**src/rtl/spectro_frame_accumulator_if.sv**
```systemverilog
// Sample input and column readout bundle for the spectrogram frame accumulator.
// The master drives samples and out_ready; the slave (accumulator) drives the beats.
interface spectro_frame_accumulator_if #(
  parameter int CNT_W = 8
);
  logic             sample_en;
  logic [2:0]       channel_decode;
  logic             out_valid;
  logic             out_ready;
  logic [2:0]       out_bin;
  logic [CNT_W-1:0] out_count;
  logic             frame_done;
  logic             overrun;

  modport master (
    output sample_en, channel_decode, out_ready,
    input  out_valid, out_bin, out_count, frame_done, overrun
  );

  modport slave (
    input  sample_en, channel_decode, out_ready,
    output out_valid, out_bin, out_count, frame_done, overrun
  );
endinterface

```
**src/rtl/spectro_frame_accumulator.sv**
```systemverilog
// Builds an 8-bin histogram column per frame of channel codes, double-buffers
// completed columns and streams them out bin by bin over valid/ready.
module spectro_frame_accumulator #(
  parameter int FRAME_LEN = 256,
  parameter int CNT_W     = 8
) (
  input logic                        clk,
  input logic                        rst,
  spectro_frame_accumulator_if.slave bus
);
  localparam int SCW = (FRAME_LEN > 1) ? $clog2(FRAME_LEN) : 1;
  localparam logic [SCW-1:0] LAST = SCW'(FRAME_LEN - 1);
  localparam logic [CNT_W-1:0] MAX = '1;

  typedef enum logic {IDLE, SEND} state_t;

  state_t           state;
  state_t           state_nx;
  logic [2:0]       idx;
  logic [2:0]       idx_nx;
  logic [SCW-1:0]   scnt;
  logic [CNT_W-1:0] acc    [8];
  logic [CNT_W-1:0] acc_nx [8];
  logic [CNT_W-1:0] rdb    [8];
  logic             hs;
  logic             last_beat;
  logic             complete;
  logic             free;
  logic             load;
  logic             frame_done_q;
  logic             overrun_q;

  // Saturating increment of the addressed bin, including the current sample.
  always_comb begin
    for (int i = 0; i < 8; i++) begin
      acc_nx[i] = acc[i];
      if (bus.sample_en && bus.channel_decode == 3'(i) && acc[i] != MAX)
        acc_nx[i] = acc[i] + CNT_W'(1);
    end
  end

  // Readout FSM next state; a frame may reload on the bin-7 handshake.
  always_comb begin
    hs        = (state == SEND) && bus.out_ready;
    last_beat = hs && (idx == 3'd7);
    complete  = bus.sample_en && (scnt == LAST);
    free      = (state == IDLE) || last_beat;
    load      = complete && free;
    state_nx  = state;
    idx_nx    = idx;
    unique case (state)
      IDLE: begin
        if (load) begin
          state_nx = SEND;
          idx_nx   = 3'd0;
        end
      end
      SEND: begin
        if (load) begin
          state_nx = SEND;
          idx_nx   = 3'd0;
        end else if (last_beat) begin
          state_nx = IDLE;
        end else if (hs) begin
          idx_nx = idx + 3'd1;
        end
      end
      default: begin
        state_nx = IDLE;
      end
    endcase
  end

  // FSM state and readout index registers.
  always_ff @(posedge clk) begin
    if (rst) begin
      state <= IDLE;
      idx   <= 3'd0;
    end else begin
      state <= state_nx;
      idx   <= idx_nx;
    end
  end

  // Sample counter, accumulate bank, readout bank and status flags.
  always_ff @(posedge clk) begin
    if (rst) begin
      scnt         <= '0;
      frame_done_q <= 1'b0;
      overrun_q    <= 1'b0;
      for (int i = 0; i < 8; i++) begin
        acc[i] <= '0;
        rdb[i] <= '0;
      end
    end else begin
      if (bus.sample_en)
        scnt <= complete ? '0 : scnt + SCW'(1);
      for (int i = 0; i < 8; i++) begin
        acc[i] <= complete ? '0 : acc_nx[i];
        if (load)
          rdb[i] <= acc_nx[i];
      end
      frame_done_q <= load;
      overrun_q    <= overrun_q | (complete & ~free);
    end
  end

  assign bus.out_valid  = (state == SEND);
  assign bus.out_bin    = idx;
  assign bus.out_count  = rdb[idx];
  assign bus.frame_done = frame_done_q;
  assign bus.overrun    = overrun_q;
endmodule
```
**src/flat_wrapper.sv**
```systemverilog
// flat-port wrapper written by rule: the top's interface ports become plain ports
module spectro_frame_accumulator_flat 
#(
  parameter int FRAME_LEN = 256,
  parameter int CNT_W     = 8
)
  (clk, rst, bus_sample_en, bus_channel_decode, bus_out_ready, bus_out_valid, bus_out_bin, bus_out_count, bus_frame_done, bus_overrun);
  spectro_frame_accumulator_if #(.CNT_W(CNT_W)) bus_i ();
  input logic clk;
  input logic rst;
  input wire logic [$bits(bus_i.sample_en)-1:0] bus_sample_en;
  input wire logic [$bits(bus_i.channel_decode)-1:0] bus_channel_decode;
  input wire logic [$bits(bus_i.out_ready)-1:0] bus_out_ready;
  output wire logic [$bits(bus_i.out_valid)-1:0] bus_out_valid;
  output wire logic [$bits(bus_i.out_bin)-1:0] bus_out_bin;
  output wire logic [$bits(bus_i.out_count)-1:0] bus_out_count;
  output wire logic [$bits(bus_i.frame_done)-1:0] bus_frame_done;
  output wire logic [$bits(bus_i.overrun)-1:0] bus_overrun;
  assign bus_i.sample_en = bus_sample_en;
  assign bus_i.channel_decode = bus_channel_decode;
  assign bus_i.out_ready = bus_out_ready;
  assign bus_out_valid = bus_i.out_valid;
  assign bus_out_bin = bus_i.out_bin;
  assign bus_out_count = bus_i.out_count;
  assign bus_frame_done = bus_i.frame_done;
  assign bus_overrun = bus_i.overrun;
  spectro_frame_accumulator #(.FRAME_LEN(FRAME_LEN), .CNT_W(CNT_W)) u_core (.clk(clk), .rst(rst), .bus(bus_i));
endmodule
```
**config.mk**
```make
export PLATFORM = sky130hd
export DESIGN_NAME = spectro_frame_accumulator_flat
export DESIGN_NICKNAME = d
export VERILOG_FILES = /design/src/rtl/spectro_frame_accumulator_if.sv /design/src/rtl/spectro_frame_accumulator.sv /design/src/flat_wrapper.sv
export SDC_FILE = /design/constraint.sdc
export NUM_CORES = 1
export LEC_CHECK = 0
export BUFFER_PORTS_ARGS = -buffer_cell sky130_fd_sc_hd__buf_2
export CAP_MARGIN = 5
export CORE_ASPECT_RATIO = 0.9
export CORE_MARGIN = 5
export CORE_UTILIZATION = 40
export DETAILED_ROUTE_END_ITERATION = 16
export HOLD_SLACK_MARGIN = 0.15
export PLACE_DENSITY = 0.67
export SYNTH_ARGS = -nofsm -noshare
export SYNTH_HDL_FRONTEND = slang
export SYNTH_SLANG_ARGS = --single-unit
```
**constraint.sdc**
```tcl
create_clock -name clk -period 7.28 [get_ports clk]
set_input_delay 1.092 -clock clk [delete_from_list [all_inputs] [get_ports clk]]
set_output_delay 1.092 -clock clk [all_outputs]
set_load 0.005 [all_outputs]
```
==> results of run 1 <==
==> flip-flops by register name (all words and copies together) (netlist names), named ones only <==
register / cells
u_core.acc: 64
u_core.bus.frame_done: 1
u_core.bus.out_bin: 3
u_core.bus.out_valid: 1
u_core.bus.overrun: 1
u_core.rdb: 64
u_core.scnt: 8
==> power by group through the flow <==
stage / Sequential, uW / Combinational [uW] / Clock (uW)
floorplan: 892 / 39.0 / 0
global placement: 899 / 49.7 / 0
detailed placement: 899 / 51.4 / 0
CTS: 881 / 51.7 / 877
global route: 882 / 56.2 / 925
finish: 882 / 51.6 / 865
==> worst paths after layout <==
path / from / endpoint / slack [ns] / cells past startpoint
setup / recovery: register / bus_out_count[7] / 3.80 / 3
setup reg to reg: u_core.bus.out_bin[0] / u_core.rdb[2][2] / 4.86 / 6
hold reg to reg: u_core.bus.overrun / u_core.bus.overrun / 0.46 / 2
hold / removal: u_core.bus.overrun / u_core.bus.overrun / 0.46 / 2
==> metal layers <==
metal,wire (um),GRT usage (%)
met1,6590,20.8
met2,6420,23.5
met3,895,3.99
met4,247,5.64
met5,0,0
==> final cells by class <==
class / instances / area (um2)
Inverter: 13 / 48.8
Timing Repair Buffer: 23 / 123
Sequential cell: 145 / 3540
Clock buffer: 18 / 429
Multi-Input combinational cell: 424 / 2940
Fill cell: 1448 / 8740
Tap cell: 207 / 259
Clock inverter: 14 / 166
==> worst max-delay path: stages (launching register included) <==
cell	delay, ns
dfxtp_1	0.94
mux4_2	0.62
mux2_2	0.28
buf_2	0.13
==> kinds of logic after synthesis <==
kind of cell | Yosys count | synth area share (%)
AO/OA/AOI/OAI | 90 | 8.63
XOR/XNOR | 31 | 4.08
adder cells (fa/ha/maj) | 11 | 2.07
buffers and inverters | 40 | 2.86
flip-flops | 145 | 53.2
multiplexers | 45 | 9.98
AND/OR/NAND/NOR | 247 | 19.2
==> layout by cell type (no fill, tap or decap), types with 12 or more instances in the layout <==
cell type,netlist,layout
buf_2,5,20
nand3_1,15,15
nor2_1,110,110
mux2i_1,18,18
nand2_1,28,28
inv_1,13,13
o21ai_0,20,20
xor2_1,17,17
mux4_2,16,16
edfxtp_1,64,64
xnor2_1,14,14
dfxtp_1,81,81
nor3_1,12,12
or3_1,12,12
a21oi_1,31,31
clkbuf_16,0,17
nand4_1,18,18
==> stage by stage <==
| stage | utilization (%) | area, um2 | setup slack [ns] | total power [uW] | cells |
|---|---|---|---|---|---|
| floorplan | - | 6660 | 2.25 | 931 | 609 |
| global placement | 42.5 | 6910 | 4.27 | 949 | 812 |
| detailed placement | 42.5 | 6910 | 4.16 | 950 | 812 |
| CTS | 46.2 | 7500 | 3.71 | 1810 | 844 |
| global route | 46.2 | 7500 | 3.57 | 1860 | 844 |
| finish | 46.2 | 7500 | 3.80 | 1800 | 844 |
==> flow_metrics.tcl, run 1 <==
set metrics [dict create \
    grt-ovfl-total 0 \
    switching_share_pct 20.8 \
    avgSynthCellArea_um2 10.9 \
    synth_edf_count 64 \
    nets 642 \
    async_reset_ff_share_pct 0 \
    die_h_um 132 \
    pwr-share-seq_pct 49.0 \
    antenna_found_initial 0 \
    period_minus_slack_ns 3.48 \
    power.share.clock_pct 48.1 \
    ys_ff_latch 145 \
    post-cts-setup-buffers 0 \
    cts_buffers 17 \
    synth_common_cells "nor2_1, dfxtp_1, edfxtp_1" \
    setup_viol 0 \
    syn_inst 609 \
    synth_flop_cell "dfxtp_1" \
    dpl.hpwl_um 10200 \
    yosysSeqAreaShare_pct 53.2 \
    finalCritPeriodShare_pct 47.8 \
    yosysMostFrequentCell "nor2_1" \
    drtAntennaViolNets 0 \
    finalHoldWorstSlack_ns 0.462 \
    grt_pass1_wl_um 23600 \
    cts_tree "built" \
    areaGrowthSynthToFinish_pct 12.7 \
    io_buffers 20 \
    critPathRequiredTime_ns 6.19 \
    syn_nets 627 \
    slew_headroom_pct 36.7 \
    path_class "register to output pin" \
    netlist_area_um2 6660 \
    ir_drop_uv 155 \
    arrival_ns 2.39 \
    final.setup_skew_ns 0.00757 \
    drive_above_1_share_pct 14.1 \
    die_w_um 146 \
    rsz0062_at_grt "false" \
    power_per_cell_area_nw_per_um2 240 \
    n_antenna_cell 0 \
    clock_latency_ns 0.42 \
    p_comb_share_pct 2.9 \
    finalHoldViolations 0 \
    status "complete, no violations" \
    remaining_drc_errors 0 \
    p_leak_uw 0.00256 \
    wl_per_cell_um 16.8 \
    final_max_slew_viol_count 0 \
    synth_top_area_share_pct 28.9 \
    drv_cap 0 \
    cp-start-kind "register" \
    synth_top_area_cell "edfxtp_1" \
    avgViaCountPerCell 5.64 \
    via_count 4762 \
    grt_max_degree 65 \
    core_area_um2 16200 \
    ys_types 57 \
    wl_um 14200 \
    p_int_uw 1420 \
    tightest_slew_ns 0.948 \
    p_sw_uw 373 \
    htree_levels 4 \
    ys_warn_count 0 \
    track_usage_pct 15.3 \
    clk_path_buf_depth 2 \
    dr.pass1.iters 5 \
    max_freq_mhz 287 \
    rows 44 \
    clockRootBuffer "clkbuf_16" \
    ctsResizeCount 0 \
    fin_setup_tns_ns 0 \
    postCtsHoldBufs 0 \
    clk_pin_slew_worst_paths_ns 0.06 \
    synth_area_leaders "edfxtp_1, dfxtp_1, nor2_1, mux4_2, mux2i_1" \
    end_kind "output pin" \
    min_path_type "register to register" \
    grt_pass1_vias 4588 \
    die_area_um2 19300 \
    ios 21 \
    gp_congestion 0.866 \
    start_util_pct 41.0 \
    cp_max_fo 16 \
    drtIter0Drc 520 \
    clkSinkCount 145 \
]
Note: power is estimated with default switching activity, not from simulation.
==> run 2: changes to the inputs <==
Settings changed: ABC_AREA from default to 1.
Clock period 7.28 ns to 3.6 ns, I/O delays scaled along.
==> flow_metrics.tcl, run 2 <==
set metrics [dict create \
    final.setup_skew_ns 0.00784 \
    ys_warn_count 0 \
    clk_pin_slew_worst_paths_ns 0.06 \
    cp_top_family "buffers and inverters" \
    via_count 5750 \
    core_area_um2 17600 \
    ys_ff_latch 145 \
    met1_length_um 7750 \
    hp-start "bus_sample_en" \
    ys_types 33 \
    antenna_found_initial 0 \
    min_path_type "input port to register" \
    path_class "register to output pin" \
    avgViaCountPerCell 4.88 \
    slew_headroom_pct 40.0 \
    final_util_pct 46.0 \
    path_buf_inv 2 \
    finalCritPeriodShare_pct 76.6 \
    end_kind "output pin" \
    dpl.hpwl_um 10500 \
    dr.pass1.iters 6 \
    finalHoldWorstSlack_ns 0.459 \
    wl_per_cell_um 13.2 \
    fin_cells 1179 \
    track_usage_pct 15.8 \
    drv_cap 0 \
    max_stage_delay_ns 0.65 \
    postCtsHoldBufs 0 \
    nets 944 \
    synth_flop_cell "dfxtp_1" \
    yosysSeqAreaShare_pct 49.5 \
    die_w_um 151 \
    areaGrowthSynthToFinish_pct 13.2 \
    die_area_um2 20700 \
    ir_drop_uv 353 \
    avgSynthCellArea_um2 7.91 \
    arrival_ns 2.22 \
    gp_congestion 0.854 \
    rows 46 \
    wl_met2_um 6850 \
    drtIter0Drc 535 \
    period_minus_slack_ns 2.76 \
    r2r-start "u_core.bus.out_bin[0]" \
    final_max_slew_viol_count 0 \
    syn_inst 905 \
    clockRootBuffer "clkbuf_16" \
    yosysMostFrequentCell "nand2_1" \
    crit_chain "inv_1 -> o21ai_0 -> o21ai_0 -> nand2_1 -> nand2_1 -> buf_2" \
    p_total_uw 3760 \
    layout_common_cells "nand2_1, nor2_1, dfxtp_1" \
    post-cts-setup-buffers 0 \
    clkSinkCount 145 \
    clock_latency_ns 0.43 \
    cp_max_fo 32 \
    grt_max_degree 70 \
    die_h_um 137 \
    max_freq_mhz 363 \
    grt-ovfl-total 0 \
    reg_top3 "u_core.acc: 64 flops, u_core.rdb: 64 flops, u_core.scnt: 8 flops" \
    synth_common_cells "nand2_1, nor2_1, dfxtp_1" \
    met3_length_um 585 \
    synth_top_area_share_pct 26.8 \
    grt_pass1_vias 5252 \
    critPathRequiredTime_ns 3.06 \
    final_common_cell "nand2_1" \
    drtAntennaViolNets 0 \
    wl_um 15500 \
    ctsResizeCount 0 \
    cts_buffers 17 \
    synth_edf_count 64 \
    cp-start-kind "register" \
    cp_slowest_cell "inv_1" \
    netlist_area_um2 7160 \
    power_per_cell_area_nw_per_um2 464 \
    rsz0062_at_grt "false" \
    start_util_pct 40.6 \
    cts_tree "built" \
    synth_area_leaders "edfxtp_1, dfxtp_1, nand2_1, nor2_1, a21oi_1" \
    remaining_drc_errors 0 \
    tightest_slew_ns 0.898 \
    async_reset_ff_share_pct 0 \
    htree_levels 4 \
    ios 21 \
    syn_nets 923 \
    synth_top_area_cell "edfxtp_1" \
    top_layer "met4" \
    grt_pass1_wl_um 25800 \
    io_buffers 20 \
    setup_viol 0 \
    n_antenna_cell 0 \
    post-place-cells 1147 \
    status "complete, no violations" \
    drive_above_1_share_pct 11.6 \
    clk_path_buf_depth 2 \
    finalHoldViolations 0 \
    p_leak_uw 0.00305 \
    fin_setup_tns_ns 0 \
]
[run 2: cell count changes after synthesis, moves of 12 or more]
cell | previous run | this run
o21ai_0 | 20 | 51
mux4_2 | 16 | 0
mux2i_1 | 18 | 0
nand2_1 | 28 | 230
inv_1 | 13 | 61
or3_1 | 12 | 0
nand3_1 | 15 | 44
nor2_1 | 110 | 143
nor2_2 | 0 | 15
a21oi_1 | 31 | 79
[run 2: logic make-up (layout without fill, tap and decap cells)]
group | Yosys count | after routing | synth area share, %
simple gates | 475 | 475 | 28.5
compound gates | 146 | 146 | 10.5
flops | 145 | 145 | 49.5
buf+inv | 98 | 132 | 5.79
xor+xnor | 30 | 30 | 3.78
fa+ha+maj | 11 | 11 | 1.92
[run 2: final cells by class]
type | count | area (um2)
clock buffer | 19 | 453
clock inverter | 13 | 165
fill | 1731 | 9510
inverter | 73 | 274
multi-input combinational | 662 | 3210
sequential | 145 | 3540
tap | 240 | 300
timing repair buffer | 27 | 153
[run 2: worst min-delay path, delay by kind of cell]
kind,cells,cell delay (ns)
AOI/OAI and AO/OA,1,0.05
buffers and inverters,1,0.16
and+or+nand+nor,1,0.08
[run 2: worst paths after layout]
| check | to | slack [ns] | cells past startpoint |
|---|---|---|---|
| max | bus_out_count[3] | 0.84 | 6 |
| min | u_core.scnt[6] | 0.46 | 3 |
| max reg2reg | u_core.rdb[0][7] | 1.23 | 7 |
| min reg2reg | u_core.bus.overrun | 0.47 | 1 |
[run 2: metrics by stage]
stage | worst slack, ns | area (um2)
after CTS | 0.855 | 8100
final | 0.842 | 8100
after global placement | 1.04 | 7480
after global routing | 0.636 | 8100
after detailed placement | 0.983 | 7480
after floorplan | 0.544 | 7160
[run 2: report_power, final]
group | internal [uW] | leakage, uW | switching (uW)
sequential | 1760 | 0.00127 | 20.7
clock | 1180 | 0.000307 | 671
combinational | 33.5 | 0.00148 | 91.9
[run 2: layer usage]
layer  track usage [%]  up-vias
met3              3.58       17
met2              24.1      109
met4              5.79        0
met1              22.1     2621
li1                  -     3003
met5                 0        -
==> run 3: changes to the inputs <==
Settings changed: ABC_AREA 1 to 0, PLACE_DENSITY 0.67 to 0.69.
Clock period 3.6 ns to 2.5 ns, I/O delays scaled along.
==> flow_metrics.tcl, run 3 (same netlist as run 1, synthesis figures left out) <==
set metrics [dict create \
    grt_pass1_vias 4427 \
    tightest_slew_ns 0.584 \
    htree_levels 4 \
    setup_viol 0 \
    clk_pin_slew_worst_paths_ns 0.06 \
    fin_cells 847 \
    p_comb_share_pct 3.0 \
    period_minus_slack_ns 2.36 \
    min_path_type "input port to register" \
    arrival_ns 1.99 \
    drtAntennaViolNets 0 \
    clkSinkCount 145 \
    power.share.clock_pct 48.5 \
    core_area_um2 16200 \
    drive_above_1_share_pct 14.7 \
    finalCritPeriodShare_pct 94.6 \
    via_count 4656 \
    post-cts-setup-buffers 0 \
    cp-start-kind "register" \
    final_common_cell "nor2_1" \
    grt_max_degree 65 \
    cts_buffers 17 \
    max_stage_delay_ns 0.56 \
    max_freq_mhz 423 \
    finalHoldViolations 0 \
    p_int_uw 4150 \
    fillers 1402 \
    wl_per_cell_um 16.0 \
    dr.pass1.iters 5 \
    die_w_um 146 \
    rows 44 \
    placed_cell_area_um2 6940 \
    clk_path_buf_depth 2 \
    p_sw_uw 1110 \
    layout_common_cells "nor2_1, dfxtp_1, edfxtp_1" \
    critPathRequiredTime_ns 2.12 \
    antenna_found_initial 0 \
    areaGrowthSynthToFinish_pct 13.3 \
    grt_pass1_wl_um 22200 \
    switching_share_pct 21.1 \
    gp_congestion 0.826 \
    pwr-share-seq_pct 48.5 \
    p_leak_uw 0.00259 \
    n_antenna_cell 0 \
    drtIter0Drc 437 \
    final_max_slew_viol_count 0 \
    crit_chain "buf_6 -> mux4_2 -> mux2_2 -> buf_2" \
    post-place-cells 815 \
    track_usage_pct 14.4 \
    wl_um 13600 \
    clockRootBuffer "clkbuf_16" \
    slew_headroom_pct 60.9 \
    power_per_cell_area_nw_per_um2 698 \
    die_area_um2 19300 \
    die_h_um 132 \
    cts_tree "built" \
    fin_setup_tns_ns 0 \
    grt-ovfl-total 0 \
    cp_max_fo 16 \
    reg_top3 "u_core.acc: 64 flops, u_core.rdb: 64 flops, u_core.scnt: 8 flops" \
    status "complete, no violations" \
    cp_slowest_cell "mux4_2" \
    fin_area_um2 7540 \
    avgViaCountPerCell 5.50 \
    final.setup_skew_ns 0.00829 \
    io_buffers 20 \
    path_class "register to output pin" \
    rsz0062_at_grt "false" \
    ios 21 \
    ir_drop_uv 446 \
    start_util_pct 41.0 \
    clock_latency_ns 0.42 \
    remaining_drc_errors 0 \
    end_kind "output pin" \
    nets 645 \
    drv_cap 0 \
    dpl.hpwl_um 9530 \
]
## run 3: stage by stage
stage               hold WS [ns]  worst slack [ns]  utilization (%)  power (uW)
finish                     0.383             0.136             46.4        5260
global route               0.380            0.0356             46.4        5440
global placement           0.467             0.263             42.8        2760
detailed placement         0.462             0.197             42.8        2760
CTS                        0.370            0.0330             46.4        5310
floorplan                  0.461             0.184                -        2710
## run 3: final timing paths
check | from | end | slack, ns | cells after the start
worst min register to register | u_core.bus.overrun | u_core.bus.overrun | 0.47 | 2
worst max-delay path | register | bus_out_count[3] | 0.14 | 4
worst min-delay path | bus_sample_en | u_core.scnt[1] | 0.38 | 3
worst max register to register | u_core.bus.out_bin[0] | u_core.rdb[2][2] | 0.36 | 6
## run 3: worst max-delay path: cells and delay by family (launching register included)
kind,cells,cell delay (ns)
buf+inv,2,0.37
flops,1,0.33
mux,2,0.88
## run 3: repair_timing
action / 4_1_cts / 5_1_grt
endpoints found under the hold margin: 0 / 0
setup endpoints to repair: 0 / 32
hold buffers: 0 / 0
resized for setup: 0 / 2
## run 3: power by group through the flow
stage | sequential (uW) | combinational, uW | clock [uW]
CTS | 2550 | 159 | 2590
global route | 2560 | 171 | 2720
finish | 2550 | 158 | 2550
detailed placement | 2600 | 159 | 0
floorplan | 2590 | 115 | 0
global placement | 2600 | 154 | 0
## run 3: final cells by class
type / count / area (um2) / area share [%]
sequential: 145 / 3540 / 47.0
timing repair buffer: 26 / 161 / 2.14
multi-input combinational: 424 / 2940 / 38.9
clock inverter: 14 / 164 / 2.17
clock buffer: 18 / 429 / 5.69
tap: 207 / 259 / 3.43
inverter: 13 / 48.8 / 0.647
## run 3: metal layers
metal | share of wire [%] | global-route usage (%) | wire (um)
met1 | 48 | 19.7 | 6510
met2 | 45 | 21.9 | 6160
met3 | 5.7 | 4.40 | 773
met4 | 1.0 | 5.02 | 140
met5 | 0 | 0 | 0
